### src/rtl/reg_hazard_scoreboard.sv
// Scoreboard that sits next to the ID stage and tracks in-flight destinations.
// It decides the ID stall, the per-source forward selects and a saturating stall counter.
module reg_hazard_scoreboard #(
    parameter int REG_W           = 6,
    parameter int DEPTH           = 3,
    parameter int LOAD_READY_SLOT = 1,
    parameter int FWD_EN          = 1,
    parameter int CNT_W           = 32
) (
    input  logic                         clk,
    input  logic                         rst,
    input  logic                         id_valid,
    input  logic [REG_W-1:0]             id_src1,
    input  logic [REG_W-1:0]             id_src2,
    input  logic [REG_W-1:0]             id_dst,
    input  logic                         id_is_load,
    input  logic                         pipe_hold,
    input  logic                         flush,
    output logic                         stall,
    output logic [$clog2(DEPTH+1)-1:0]   fwd_sel1,
    output logic [$clog2(DEPTH+1)-1:0]   fwd_sel2,
    output logic [CNT_W-1:0]             stall_cnt
);

    localparam int SEL_W = $clog2(DEPTH+1);

    // Slot 0 is EX (youngest); slot DEPTH-1 is WB.
    logic [DEPTH-1:0] slot_valid;
    logic [DEPTH-1:0] slot_load;
    logic [REG_W-1:0] slot_dst [DEPTH];

    logic [SEL_W:0] look1;
    logic [SEL_W:0] look2;
    logic           stall_src1;
    logic           stall_src2;

    // Returns {stall, sel}. Scanning oldest to youngest lets the youngest hit win.
    function automatic logic [SEL_W:0] lookup(input logic [REG_W-1:0] src);
        logic [SEL_W:0] r;
        logic           blk;
        r = '0;
        for (int k = DEPTH - 1; k >= 0; k--) begin
            if (slot_valid[k] && (slot_dst[k] == src) && (src != '0)) begin
                blk = (FWD_EN == 0) || (slot_load[k] && (k < LOAD_READY_SLOT));
                r   = {blk, SEL_W'(k + 1)};
            end
        end
        return r;
    endfunction

    always_comb begin
        look1      = lookup(id_src1);
        look2      = lookup(id_src2);
        stall_src1 = look1[SEL_W];
        stall_src2 = look2[SEL_W];
        fwd_sel1   = look1[SEL_W-1:0];
        fwd_sel2   = look2[SEL_W-1:0];
        stall      = id_valid & ~flush & (stall_src1 | stall_src2);
    end

    always_ff @(posedge clk) begin
        if (rst) begin
            slot_valid <= '0;
            slot_load  <= '0;
            for (int k = 0; k < DEPTH; k++) slot_dst[k] <= '0;
            stall_cnt  <= '0;
        end else if (!pipe_hold) begin
            for (int k = 1; k < DEPTH; k++) begin
                slot_valid[k] <= slot_valid[k-1];
                slot_load[k]  <= slot_load[k-1];
                slot_dst[k]   <= slot_dst[k-1];
            end
            // A stalled or flushed instruction leaves a bubble behind it.
            slot_valid[0] <= id_valid & ~stall & ~flush & (id_dst != '0);
            slot_dst[0]   <= id_dst;
            slot_load[0]  <= id_is_load;
            if (stall && (stall_cnt != '1)) stall_cnt <= stall_cnt + CNT_W'(1);
        end
    end

endmodule

### config.mk
export PLATFORM = sky130hd
export DESIGN_NAME = reg_hazard_scoreboard
export DESIGN_NICKNAME = d
export VERILOG_FILES = /design/src/rtl/reg_hazard_scoreboard.sv
export SDC_FILE = /design/constraint.sdc
export NUM_CORES = 1
export LEC_CHECK = 0
export ABC_AREA = 1
export BUFFER_PORTS_ARGS = -buffer_cell sky130_fd_sc_hd__buf_2
export CAP_MARGIN = 20
export CORE_UTILIZATION = 30
export DETAILED_ROUTE_END_ITERATION = 7
export SYNTH_ARGS = -nofsm -noshare
export SYNTH_HDL_FRONTEND = slang
export SYNTH_SLANG_ARGS = --single-unit
### constraint.sdc
create_clock -name clk -period 4.31 [get_ports clk]
set_input_delay 0.431 -clock clk [delete_from_list [all_inputs] [get_ports clk]]
set_output_delay 0.431 -clock clk [all_outputs]
set_load 0.01 [all_outputs]
Word level (Yosys, flattened, before mapping)
Memories as Yosys holds them, arrays and structs flattened.
Cells that the tools add are included.
{"block": "totals", "memories": 1, "ram_bits": 18, "out_inout_bits": 37, "wordCells": 55, "input_bits": 24, "register_bits": 36}
{"name": "slot_dst", "words": 3, "word_bits": 6, "rd": 3, "rd_ports_with_merged_regs": 0, "wr": 3, "line_no": "30", "source": "logic [REG_W-1:0] slot_dst [DEPTH];"}
{"block": "op_classes", "n_reduce_logical": 17, "bitwise_logic": 12, "mux": 14, "add_sub_neg": 1, "n_eq_ne": 7}
{"operator": "== test 6 bit", "count": 6}
{"operator": "adder 32 x 1 -> 32 bit (second input constant)", "count": 1}
{"operator": "!= test 32 bit (second input constant)", "count": 1}
{"operator": "two-way mux 6 bit", "count": 3}
{"operator": "nonzero test 6 bit", "count": 3}
{"operator": "logical AND 1 bit", "count": 13}
{"operator": "two-way mux 3 bit", "count": 3}
{"operator": "two-way mux 2 bit", "count": 3}
{"operator": "AND 1 bit", "count": 5}
{"operator": "two-way mux 1 bit", "count": 5}
{"operator": "bitwise OR 1 bit", "count": 4}
{"operator": "NOT 1 bit", "count": 3}
{"operator": "AND reduction 2 bit", "count": 1}

Logic depth before layout (Yosys ltp)
Gate-level depths: netlist (run 1).
An unclocked memory read counts as a cell.
{"block": "logic_depth", "depth_word": 13, "ltp_mapped": 14, "ltp_nobuf": 13}

Worst setup path after synthesis (run 1)
Ideal clock, no wire load.
{"block": "synth_path", "path_type": "register -> register", "startpoint": "reg stall_cnt[0]", "endpoint": "reg stall_cnt[10]", "path_stages_with_launch": 15, "path_buffers": 2, "t_arrival_ps": 1862, "t_required_ps": 4195, "setup_ps": 115, "setup_slack_ps": 2333, "period_less_slack_ps": 1977, "cell_sequence": "dfxtp_1 > ha_1 > nand2_1 > nor2_2 > nand2_2 > nor2_4 > nand3_4 > nor2_4 > nand2_1 > nand2_1 > nor2_2 > buf_6 > buf_6 > a21oi_1 > nor2_1"}
{"block": "synth_via", "elab_chain_len": 3, "word_cells_on_any_way": 4, "classes_between": "1 x add/sub; 1 x eq/ne; 2 x reduce/logical"}
{"item": "start, declared", "line_no": "22", "source": "output logic [CNT_W-1:0] stall_cnt"}
{"item": "start signal, assigned", "line_no": "77", "source": "if (stall && (stall_cnt != '1)) stall_cnt <= stall_cnt + CNT_W'(1);"}
{"item": "parallel branches: the longest is 3 deep, another holds adder 32 x 1 -> 32 bit"}
Several ways; the timed one is not identified.
A chain may end at the register's enable or synchronous reset.

==> results of run 1 <==
[placed cells by master, fill, tap and decap left out, drive strengths merged, types with 5 or more instances in the layout]
| cell | instances |
|---|---|
| edfxtp | 18 |
| nor2 | 88 |
| inv | 75 |
| nor3 | 9 |
| o22ai | 11 |
| a221oi | 8 |
| clkbuf | 7 |
| a21oi | 36 |
| dfxtp | 36 |
| buf | 62 |
| nand4 | 8 |
| xor2 | 5 |
| nand3 | 48 |
| nand2 | 99 |
| o21ai | 8 |
[synthesized netlist by cell type (all sizes together)]
master | n | area share
a2111oi | 1 | 0.0028
clkbuf | 5 | 0.0059
nand2 | 99 | 0.12
buf | 6 | 0.013
dfxtp | 36 | 0.23
o311ai | 1 | 0.0028
ha | 1 | 0.0039
nor4 | 2 | 0.0039
xnor2 | 1 | 0.0028
and3 | 1 | 0.0020
nand3 | 48 | 0.081
inv | 74 | 0.087
xor2 | 5 | 0.014
o21ai | 8 | 0.013
nor3b | 1 | 0.0024
a221oi | 8 | 0.022
edfxtp | 18 | 0.17
nand3b | 2 | 0.0047
a21oi | 36 | 0.057
a21boi | 2 | 0.0047
o22ai | 11 | 0.022
nand4 | 8 | 0.016
nor2 | 88 | 0.11
nor3 | 9 | 0.014
[final cells by class]
type | instances | area (um2) | share of cell area
multi-input combinational | 332 | 1580 | 0.423
sequential | 54 | 1260 | 0.338
timing repair buffer | 62 | 328 | 0.0878
inverter | 74 | 278 | 0.0744
tap | 136 | 170 | 0.0456
clock buffer | 7 | 108 | 0.0288
clock inverter | 1 | 8.76 | 0.00235
[critical path, stage by stage, from the launching register on]
cell	delay, ns
edfxtp_1	0.44
xor2_1	0.16
a221oi_1	0.26
nand3b_1	0.12
nor2_1	0.15
inv_1	0.05
a21boi_0	0.21
buf_2	0.18
[power breakdown]
group          switching (mW)  leakage (nW)  total [mW]  internal, mW
sequential             0.0107         0.488       0.550         0.539
combinational          0.0609          1.15      0.0937        0.0328
clock                   0.172        0.0600       0.340         0.168
[path summary, 6_finish.rpt]
kind | start | endpoint | slack (ns) | cells past startpoint
setup / recovery | slot_dst[0][14] | fwd_sel1[1] | 2.00 | 7
hold / removal | id_is_load | slot_load[0] | 0.31 | 3
setup reg to reg | stall_cnt[0] | stall_cnt[17] | 2.13 | 13
hold reg to reg | slot_valid[2] | slot_valid[2] | 0.53 | 2
[registers in the layout (all words and copies together) (netlist names)]
register,flops
slot_dst,18
slot_valid,3
slot_load,1
stall_cnt,32
[kinds of logic (layout without fill, tap and decap cells)]
family	count (synthesis)	count (layout)	share of synthesized area
buffers and inverters	85	144	0.107
adder cells (fa/ha/maj)	1	1	0.00394
AND/OR/NAND/NOR	258	258	0.352
XOR/XNOR	6	6	0.0165
AO/OA/AOI/OAI	67	67	0.123
flip-flops	54	54	0.397
[routing by layer]
layer,vias up,GRT usage
li1,1655,-
met1,1470,0.200
met2,75,0.259
met3,16,0.0287
met4,0,0.0483
met5,-,0
==> reports/results.ini, run 1 <==
[yosys]
syn_inst = 471
synth.avg_cell_area_um2 = 6.74
syn_nets = 496
synth-seq-cells = 54
synth-seq-area-share = 0.397
synth.cell_area_um2 = 3180
synth_cell_types = 32
yosys_warnings = 0

[sta]
grt_setup_unrepaired = no
fin_crit_sh = 0.535
tns_ns = 0
hold_viol = 0
fmax_mhz = 434
fin_skew_ns = 0.0147
slew_violations = 0
whs_ns = 0.307
tightestPinTransition_ns = 0.889
setup_violations = 0
min_period_ns = 2.31
slew_headroom = 0.406
worst_slack_ns = 2.00

[grt]
grt_pass1_vias = 2927
grt_max_degree = 60
grt_usage = 0.154
grt_pass1_wl_mm = 13.8
overflow = 0
antenna_found_initial = 0

[layout]
syn2layout_area_growth_pct = 17.6
nets = 554
final_util = 0.363
fin_cells = 666
drive_gt1_frac = 0.155
nFillCells = 1147
antennaDiodeCount = 0
stdcell_area_um2 = 3730

[critical_path]
crit_fanout = 2
end_kind = primary output
crit_type = reg -> out
start_kind = flop
required_ns = 3.88
arrival_ns = 1.87

[cts]
cts_max_level = 2
worstSkewPairLatency_ns = 0.31
path_clk_slew_ns = 0.10
cts.sinks = 54
cts_root_buffer = clkbuf_8
clock_path_buffers = 2
cts_made_buffers = 5
cts_tree = built
cts-hold-fix-buffers = 0
ctsResizeCount = 0
post_cts.repair.setup_buffers = 0

[floorplan]
die_width_um = 105
die_h_um = 105
io_pins = 61
die-area_um2 = 11000
start_util = 0.309
num_rows = 37
core_um2 = 10300

[routing]
remaining_drc_errors = 0
via_per_inst = 4.83
met2WireLength_mm = 3.88
top_layer = met4
wl_met1_mm = 3.71
wirelength_mm = 8.15
drt-pass1-iter-count = 4
post_drt_wl_per_cell_um = 12.2
antenna_left = 0
vias = 3216
dr.first_iter.drc_count = 103
met3_length_um = 412

[power_and_ir_drop]
cellLeakagePower_nw = 1.70
ir_drop_mv = 0.123
report.power.total_mw = 0.984
powerDensity_nw_per_um2 = 264

[placed_design]
gp_congestion = 0.870
placedCellCount = 657
portBuffers = 60
dpl_cell_area_um2 = 3600
dp_slack_ns = 1.53
place_hpwl_mm = 6.25

[run]
maxCapViolCount = 0

[run_status]
status = complete, no violations

[worst_hold_path]
worstHoldPathType = in -> reg

No activity file was read; power rests on OpenSTA's default activity.
==> inputs of run 2 (changes only) <==
==> constraint.sdc (replaced) <==
create_clock -name clk -period 2.4 [get_ports clk]
set_input_delay 0.24 -clock clk [delete_from_list [all_inputs] [get_ports clk]]
set_output_delay 0.24 -clock clk [all_outputs]
set_load 0.01 [all_outputs]
==> run 2 against run 1 <==
Flip-flop and latch count is the same. Count of clock-buffer cells in the layout unchanged. Critical path type unchanged. Largest cell class unchanged. Critical endpoint unchanged. First-iteration DRC count grew 41%.
==> reports/results.ini, run 2 (synthesis gave the netlist of run 1 again) <==
[run_status]
status = complete, no violations

[layout]
drive_gt1_frac = 0.181  ; +0.0263
regMostFlops = stall_cnt
largest_reg_flops = 32  ; unchanged
fin_cells = 683  ; +2.6%
regArea_um2 = 1260  ; unchanged
nFillCells = 1134  ; -1.1%
final_util = 0.374  ; +0.0103
multi_input_area_um2 = 1630  ; +2.9%
antennaDiodeCount = 0  ; unchanged
syn2layout_area_growth_pct = 20.9
nets = 571  ; +3.1%
final_common_cell = nand2_1
top_regs = stall_cnt x32, slot_dst x18, slot_valid x3
final_cell_mix = 97 x nand2_1, 83 x nor2_1, 69 x inv_1

[routing]
met2WireLength_mm = 4.31  ; +11%
vias = 3334  ; +3.7%
met3_length_um = 402  ; -2.4%
post_drt_wl_per_cell_um = 13.0  ; +6.0%
via_per_inst = 4.88  ; +1.1%
antenna_left = 0  ; unchanged
wirelength_mm = 8.86  ; +8.7%
remaining_drc_errors = 0  ; unchanged
drt-pass1-iter-count = 4  ; unchanged
dr.first_iter.drc_count = 145  ; +41%
wl_met1_mm = 3.98  ; +7.3%
top_layer = met4

[critical_path]
cp_cell_sequence = xor2_1, a2111oi_0, nand3_1, a21boi_0, buf_2
start_kind = flop
cp_slowest_stage_delay_ns = 0.46  ; +0.02 ns
crit_fanout = 3  ; +1
r2r_slack_ns = 0.33  ; -1.80 ns
ff2ff_path_depth = 12  ; -1
cp_top_family = compound AO/OA/AOI/OAI gates
reg2reg_to = stall_cnt[8]
end_kind = primary output
required_ns = 2.16  ; -1.72 ns
r2r_start = stall_cnt[0]
crit_type = reg -> out
arrival_ns = 1.90  ; +0.03 ns
slowest_stage = edfxtp_1
critPathBufInv = 1  ; -1

[sta]
fmax_mhz = 467
setup_violations = 0  ; unchanged
hold_viol = 0  ; unchanged
min_period_ns = 2.14
tightestPinTransition_ns = 0.623  ; -0.265 ns
fin_crit_sh = 0.893
slew_headroom = 0.584  ; +0.178
slew_violations = 0  ; unchanged
grt_setup_unrepaired = no
fin_skew_ns = 0.0115  ; -0.00328 ns

[power_and_ir_drop]
ir_drop_mv = 0.241  ; +96%
pwr-share-clk = 0.308  ; -0.038
seqPwrFrac = 0.586  ; +0.027
cellLeakagePower_nw = 1.75  ; +3.0%
internal_power_mw = 1.24  ; +68%
switching_power_mw = 0.443  ; +82%
combPwrFrac = 0.106  ; +0.011
powerDensity_nw_per_um2 = 438  ; +66%
swShare = 0.263  ; +0.0157
report.power.total_mw = 1.68  ; +71%

[cts]
cts_max_level = 2  ; unchanged
cts.sinks = 54  ; unchanged
post_cts.repair.setup_buffers = 0  ; unchanged
worstSkewPairLatency_ns = 0.32  ; about the same
cts_root_buffer = clkbuf_8
cts_made_buffers = 5  ; unchanged
cts_tree = built
clock_path_buffers = 2  ; unchanged
path_clk_slew_ns = 0.10  ; about the same

[grt]
antenna_found_initial = 0  ; unchanged
grt_max_degree = 32  ; -47%
overflow = 0  ; unchanged
grt_usage = 0.163  ; +0.00886
grt_pass1_wl_mm = 14.6  ; +5.5%
grt_pass1_vias = 3109  ; +6.2%

[floorplan]
die-area_um2 = 11000  ; unchanged
start_util = 0.309  ; unchanged
die_width_um = 105  ; unchanged
die_h_um = 105  ; unchanged
num_rows = 37  ; unchanged
core_um2 = 10300  ; unchanged
io_pins = 61  ; unchanged

[worst_hold_path]
min_to = slot_load[0]
worstHoldPathType = in -> reg
min-delay-start = id_is_load
min_path_cells = 3  ; unchanged

[placed_design]
gp_congestion = 0.883  ; +1.5%
placedCellCount = 672  ; +2.3%
portBuffers = 60  ; unchanged
place_hpwl_mm = 6.31  ; +0.97%

[run]
maxCapViolCount = 0  ; unchanged

run 2: worst reg2reg max path, cell delays in order, from the launching register on:
cell,delay [ns]
dfxtp_1,0.40
ha_1,0.20
nand2_1,0.09
nor2_2,0.13
nand2_2,0.11
nor2_4,0.18
nand3_4,0.09
nor2_4,0.10
nand2_1,0.08
nand2_2,0.21
nor2_4,0.15
a21oi_1,0.18
nor2_1,0.06
run 2: area by class of cell:
| type | instances | area share |
|---|---|---|
| flip-flops and latches | 54 | 0.328 |
| well taps | 136 | 0.0443 |
| inverters | 74 | 0.0723 |
| clock inverters | 1 | 0.00196 |
| clock buffers | 7 | 0.0199 |
| repair buffers | 76 | 0.109 |
| multi-input cells | 335 | 0.424 |
run 2: worst max-delay path by stage:
stage                    start            end  cells past startpoint  slack, ns
6_report       slot_dst[0][10]    fwd_sel1[1]                      5       0.26
5_1_grt         slot_dst[0][0]          stall                      9       0.08
4_1_cts           stall_cnt[0]  stall_cnt[21]                     13       0.18
3_5_place_dp      stall_cnt[0]  stall_cnt[21]                     13      -0.14
3_3_place_gp      stall_cnt[0]   stall_cnt[9]                     13      -0.01
2_1_floorplan     stall_cnt[0]   stall_cnt[9]                     14       0.42
run 2: what timing repair did:
item	4_1_cts	5_1_grt
pin swaps	1	2
resized for setup	1	5
cloned	1	2
setup endpoints to repair	30	28
hold buffers	0	0
run 2: per-layer routing:
metal	up-vias	GRT usage
met5	-	0
met4	0	0.0584
met3	16	0.0274
met2	86	0.279
met1	1535	0.206
li1	1697	-
run 2: power groups by stage:
stage | Sequential [mW] | Clock (mW) | Combinational (mW)
after floorplan | 1.00 | 0 | 0.107
after global placement | 1.01 | 0 | 0.172
after detailed placement | 1.01 | 0 | 0.175
after CTS | 0.986 | 0.544 | 0.176
after global routing | 0.990 | 0.565 | 0.203
final | 0.986 | 0.519 | 0.178
run 2: per-stage QoR:
stage	setup WS (ns)	instance area (um2)	hold slack, ns	setup TNS [ns]
after floorplan	0.423	3180	0.309	0
after global placement	-0.00988	3710	0.434	-0.0245
after detailed placement	-0.138	3710	0.440	-3.18
after CTS	0.182	3800	0.111	0
after global routing	0.0810	3840	0.119	0
final	0.257	3840	0.115	0
